### src/rtl/uart_rx_163.sv
// uart_rx_163: 8N1 UART receiver with mid-bit sampling.
// Framing errors hold the receiver in BREAK until the line returns high.
module uart_rx_163 #(
  parameter int unsigned DIV = 434
) (
  input  logic       clk,
  input  logic       clr_n,
  input  logic       rxd,
  output logic [7:0] data,
  output logic       valid,
  output logic       frame_err,
  output logic       busy
);

  localparam int CW = $clog2(DIV);
  localparam logic [CW-1:0] HALF_M1 = CW'(DIV / 2 - 1);
  localparam logic [CW-1:0] FULL_M1 = CW'(DIV - 1);

  typedef enum logic [2:0] {
    IDLE,
    START,
    DATA,
    STOP,
    BRK
  } state_t;

  state_t          state_q;
  logic [CW-1:0]   cnt_q;
  logic [2:0]      bidx_q;
  logic [7:0]      sh_q;
  logic [7:0]      data_q;
  logic            valid_q;
  logic            ferr_q;
  logic            busy_q;
  logic            sync1_q;
  logic            sync2_q;
  logic            rxd_s;

  assign rxd_s = sync2_q;

  always_ff @(posedge clk or negedge clr_n) begin
    if (!clr_n) begin
      sync1_q <= 1'b1;
      sync2_q <= 1'b1;
    end else begin
      sync1_q <= rxd;
      sync2_q <= sync1_q;
    end
  end

  // busy tracks the next state so it drops in the same cycle as valid
  always_ff @(posedge clk or negedge clr_n) begin
    if (!clr_n) begin
      state_q <= IDLE;
      cnt_q   <= '0;
      bidx_q  <= '0;
      sh_q    <= '0;
      data_q  <= '0;
      valid_q <= 1'b0;
      ferr_q  <= 1'b0;
      busy_q  <= 1'b0;
    end else begin
      valid_q <= 1'b0;
      ferr_q  <= 1'b0;
      unique case (state_q)
        IDLE: begin
          cnt_q <= '0;
          if (!rxd_s) begin
            state_q <= START;
            busy_q  <= 1'b1;
          end
        end
        START: begin
          if (cnt_q == HALF_M1) begin
            cnt_q <= '0;
            if (!rxd_s) begin
              state_q <= DATA;
              bidx_q  <= '0;
            end else begin
              state_q <= IDLE;
              busy_q  <= 1'b0;
            end
          end else begin
            cnt_q <= cnt_q + 1'b1;
          end
        end
        DATA: begin
          if (cnt_q == FULL_M1) begin
            cnt_q <= '0;
            sh_q  <= {rxd_s, sh_q[7:1]};
            if (bidx_q == 3'd7) begin
              state_q <= STOP;
            end else begin
              bidx_q <= bidx_q + 3'd1;
            end
          end else begin
            cnt_q <= cnt_q + 1'b1;
          end
        end
        STOP: begin
          if (cnt_q == FULL_M1) begin
            cnt_q <= '0;
            if (rxd_s) begin
              data_q  <= sh_q;
              valid_q <= 1'b1;
              state_q <= IDLE;
              busy_q  <= 1'b0;
            end else begin
              ferr_q  <= 1'b1;
              state_q <= BRK;
            end
          end else begin
            cnt_q <= cnt_q + 1'b1;
          end
        end
        BRK: begin
          cnt_q <= '0;
          if (rxd_s) begin
            state_q <= IDLE;
            busy_q  <= 1'b0;
          end
        end
        default: begin
          state_q <= IDLE;
          busy_q  <= 1'b0;
        end
      endcase
    end
  end

  assign data      = data_q;
  assign valid     = valid_q;
  assign frame_err = ferr_q;
  assign busy      = busy_q;

endmodule

### config.mk
export PLATFORM = sky130hd
export DESIGN_NAME = uart_rx_163
export DESIGN_NICKNAME = d
export VERILOG_FILES = /design/src/rtl/uart_rx_163.sv
export SDC_FILE = /design/constraint.sdc
export NUM_CORES = 1
export LEC_CHECK = 0
export ABC_AREA = 1
export CAP_MARGIN = 20
export CELL_PAD_IN_SITES_DETAIL_PLACEMENT = 1
export CELL_PAD_IN_SITES_GLOBAL_PLACEMENT = 2
export CORE_MARGIN = 8
export CORE_UTILIZATION = 37
export DETAILED_ROUTE_END_ITERATION = 8
export DONT_BUFFER_PORTS = 1
export PLACE_DENSITY_LB_ADDON = 0.15
export SYNTH_ARGS = -nofsm -noshare
export SYNTH_HDL_FRONTEND = slang
export SYNTH_SLANG_ARGS = --single-unit
### constraint.sdc
create_clock -name clk -period 2.19 [get_ports clk]
set_clock_uncertainty 0.05 [all_clocks]
set_input_delay 0.438 -clock clk [delete_from_list [all_inputs] [get_ports clk]]
set_output_delay 0.438 -clock clk [all_outputs]
set_load 0.01 [all_outputs]
Word level (Yosys, flattened, before mapping)
Index checks and enable logic that the tools add are counted.
W data, S select, Z words.

storage, ports and cells
  bits in registers = 36

operators by class
  add/sub/neg operators = 2
  eq/ne operators = 15
  muxes and demuxes = 28
  bitwise gates (word level) = 1
  reduce and logical (&&, ||, !) cells = 10

operator list
  cell                   count
  $mux W3                11
  $pmux W9 S3            1
  $mux W9                2
  $ne A2 B2 Y1 const B   8
  $pmux W3 S5            1
  $mux W1                10
  $add A9 B1 Y9 const B  1
  $eq A9 B8 Y1 const B   1
  $eq A9 B9 Y1 const B   1
  $eq A3 B2 Y1 const B   2
  $eq A3 B3 Y1 const B   2
  $pmux W3 S2            1
  $reduce_and A6 Y1      1
  $pmux W1 S5            1
  $reduce_and A5 Y1      1
  $reduce_and A4 Y1      1
  $reduce_or A2 Y1       2
  $add A3 B1 Y3 const B  1
  $eq A3 B1 Y1 const B   1
  $logic_not A3 Y1       1
  $reduce_and A3 Y1      1
  $reduce_bool A3 Y1     1
  $mux W2                1
  $reduce_and A2 Y1      1
  other kinds (2)        2

Depth between registers and ports, before layout
  depth after elaboration = 4
  depth in mapped cells = 11

Worst setup path before layout
OpenSTA, ideal clock, no wires.

  kind = register -> register
  from = register cnt_q[1]
  to = register sh_q[6]
  data arrival time = 1,342 ps
  data required time = 2,018 ps
  path slack = 676 ps
  stages on the path, launching flop included = 11
  period minus slack after synthesis = 1,514 ps
  cells stage by stage = dfrtp_1 -> inv_1 -> ha_1 -> nand2_1 -> inv_1 -> nand2_1 -> nor2_4 -> nand3_4 -> buf_2 -> nand2_1 -> o21ai_1

between the ends
  longest elaborated chain between the ends = 2

ends and longest elaborated chain
  item                                line  source
  from (decl)                         28    logic [CW-1:0] cnt_q;
  from (signal assigned)              84    cnt_q <= cnt_q + 1'b1;
  from (signal assigned)              97    cnt_q <= cnt_q + 1'b1;
  from (signal assigned)              113   cnt_q <= cnt_q + 1'b1;
  $eq A9 B9 Y1                        88    if (cnt_q == FULL_M1) begin
  $reduce_and A2 Y1 (no source line)  -
  to (signal assigned)                90    sh_q <= {rxd_s, sh_q[7:1]};
  to (decl)                           30    logic [7:0] sh_q;

No other way between the ends.
A chain may end at the register's enable or synchronous reset.

Worst setup path after layout
  from = register cnt_q[0]
  to = register busy_q (netlist: busy)

between the ends
  longest elaborated chain between the ends = 3

ends and longest elaborated chain
  item                                                 line     source
  $eq A9 B9 Y1 / $eq A9 B8 Y1 (equally long branches)  101, 74
  $ne A2 B2 Y1 (no source line)                        -
  $reduce_and A4 Y1 (no source line) (*)               -
  to (signal assigned)                                 107      busy_q <= 1'b0;
  to (signal assigned)                                 120      busy_q <= 1'b0;
  to (signal assigned)                                 125      busy_q <= 1'b0;
  to (decl)                                            34       logic busy_q;

Every way passes the cells marked *; elsewhere a longest branch is shown, timed or not.

==> metrics.txt <==
outcome completed; placer congestion estimate 0.772; Syn. warnings 0; Reg power frac 0.581; most frequent cells in the layout 68 x nand2_1, 34 x dfrtp_1, 26 x inv_1; total die area 0.00729 mm2; I/O pins 14; EDFF count, synth 0; drt total wl 3870 um; setup violators final 0; startpoint class of the critical path flip-flop; drt drc 0; CP max FO 6; asr flop ratio synth 1.00; Reg area 903 um2; Final Hold Viols 0; Starting Density 0.379; # port buffers 0; Switch Pwr 0.260 mW; max-slew violation count 0; worst hold-check path type in -> reg; Worst Setup Slack, final 0.428 ns; DR iter-0 viols 38; clock group share of total power 0.401; WP data required 2.32 ns; Post-CTS Setup Inserts 0; final period utilization 0.804; Slowest-stage cell, CP dfrtp_1; routed via count 1370; GR Overflow Total 0; nets 233; antenna violations before repair 0; gate count of the mapped netlist 219; DP Wirelength 2920 um; routed length per instance 13.8 um; CP Class reg -> reg; total power 1.16 mW; Detail Route Antenna Nets 0; Max clock buf depth 2; global-route wire length before repair 7110 um; max_slew headroom 0.779; Synth Flop Type dfrtp_1; dpl ws 0.433 ns; Avg Cell Area, Syn 8.13 um2; FP Rows 25; drt first pass iters 4; ANT cells 0; maxcap violations 0; most frequent CP cell nand2_1; Cell variety after synth 23; CP cell instances inv_1 > ha_1 > nand2_1 > nor2_1 > nand2_1 > nand2_1 > nand2_1 > nor2_2 > nand2_1 > nand2_1 > nand2_1; core area 0.00469 mm2; Gate power share 0.018; Die X 85.4 um; commonest non-fill, non-tap cell in the layout nand2_1; Critical Path Max Stage Delay 0.44 ns; RSZ-0062 raised after global routing false; Layout fillers 594; share of cells above drive strength 1 0.119; vias in the first global route 1522; area of the multi-input gates 739 um2; area of the mapped netlist 0.00178 mm2; VDD IR-drop max 0.000304 V; CP Capture Type flip-flop; Data arrival, critical path 1.89 ns; clk_lat worst skew 0.29 ns; pwr/cell area 595 mW/mm2; DIE HEIGHT 85.4 um; Tightest Pin Transition 0.332 ns; Fmax achieved 0.568 GHz; depth of the CTS H-tree 2; Tmin final 1.76 ns; CTS Buf Count 5; CTS sink cnt 36; area grow syn2layout 9.07%; Seq/Total Area, Yosys 0.507; internal power 0.897 mW; Clock Tree Root clkbuf_8; Tot GR Track Use 0.122; largest net degree at the start of global routing 37; Clk pin slew, worst setup/hold paths 0.07 ns; #FFs+latches synth 36; Net Count, Synth 227; Setup TNS 0 ns; P_leak 0.960 nW; vias per inst 4.89; switch share 0.225; CTS tree done
[synthesized netlist by cell type (3+ instances only)]
cell | count | share of area
inv_2 | 5 | 0.011
nor2_1 | 20 | 0.042
nand2_1 | 68 | 0.14
xor2_1 | 3 | 0.015
nor2_2 | 4 | 0.014
ha_1 | 5 | 0.035
dfrtp_1 | 34 | 0.48
inv_1 | 26 | 0.055
nand3_1 | 16 | 0.045
o21ai_0 | 9 | 0.025
o21ai_1 | 11 | 0.031
[final timing paths]
check,startpoint,endpoint,slack (ns),depth (start not counted)
max,cnt_q[0],busy,0.43,11
min,rxd,sync1_q,0.09,0
max reg2reg,cnt_q[0],busy,0.43,11
min reg2reg,sync1_q,rxd_s,0.31,0
max in group asynchronous,clr_n,rxd_s,1.26,2
min in group asynchronous,clr_n,cnt_q[3],0.57,2
[state kept, by name, summed over array words and instances, names as in the netlist]
| register | count |
|---|---|
| valid | 1 |
| data | 8 |
| bidx_q | 3 |
| busy | 1 |
| sh_q | 8 |
| rxd_s | 1 |
| sync1_q | 1 |
| frame_err | 1 |
| state_q | 3 |
| cnt_q | 9 |
[area by class of cell]
cell class                      count  area share
Sequential cell                    36       0.465
Tap cell                           54      0.0348
Timing Repair Buffer                2      0.0155
Clock inverter                      2     0.00644
Multi-Input combinational cell    149       0.381
Inverter                           31      0.0599
Clock buffer                        6      0.0374
[critical path, delay by kind of cell, from the launching register on]
kind | cells | cell delay (ns)
AND/OR/NAND/NOR | 9 | 0.92
buffers and inverters | 1 | 0.10
flip-flops | 1 | 0.44
adder cells (fa/ha/maj) | 1 | 0.15
[kinds of logic (layout without fill, tap and decap cells)]
| logic type | after synthesis | in the layout | synth area share |
|---|---|---|---|
| simple gates | 117 | 117 | 0.293 |
| flops | 36 | 36 | 0.507 |
| buf+inv | 34 | 41 | 0.0773 |
| compound gates | 24 | 24 | 0.0724 |
| fa+ha+maj | 5 | 5 | 0.0351 |
| xor+xnor | 3 | 3 | 0.0148 |
[what timing repair did]
| action | in CTS | in global routing |
|---|---|---|
| resized for setup | 0 | 0 |
| hold buffers | 2 | 0 |
| endpoints found under the hold margin | 36 | 0 |
[stage by stage]
| stage | instance area (um2) | std cells | hold WS, ns | utilization |
|---|---|---|---|---|
| floorplan | 1780 | 219 | 0.0924 | - |
| global placement | 1830 | 270 | 0.0939 | 0.389 |
| detailed placement | 1830 | 270 | 0.0938 | 0.389 |
| CTS | 1940 | 280 | 0.0817 | 0.414 |
| global route | 1940 | 280 | 0.0738 | 0.414 |
| finish | 1940 | 280 | 0.0930 | 0.414 |
[power groups by stage]
stage               registers [mW]  logic, mW  clock network (mW)
floorplan                    0.681    0.00551                   0
global placement             0.684    0.00294                   0
detailed placement           0.684    0.00300                   0
CTS                          0.671     0.0229               0.483
global route                 0.671     0.0251               0.510
finish                       0.671     0.0212               0.464
[per-layer routing]
layer / routed length [um] / up-vias / global-route usage
met5: 0 / - / 0
met4: 53 / 0 / 0.0382
met3: 147 / 6 / 0.0367
met2: 1770 / 15 / 0.195
met1: 1900 / 656 / 0.152
li1: - / 693 / -
Power figures use the tool's default switching activity.
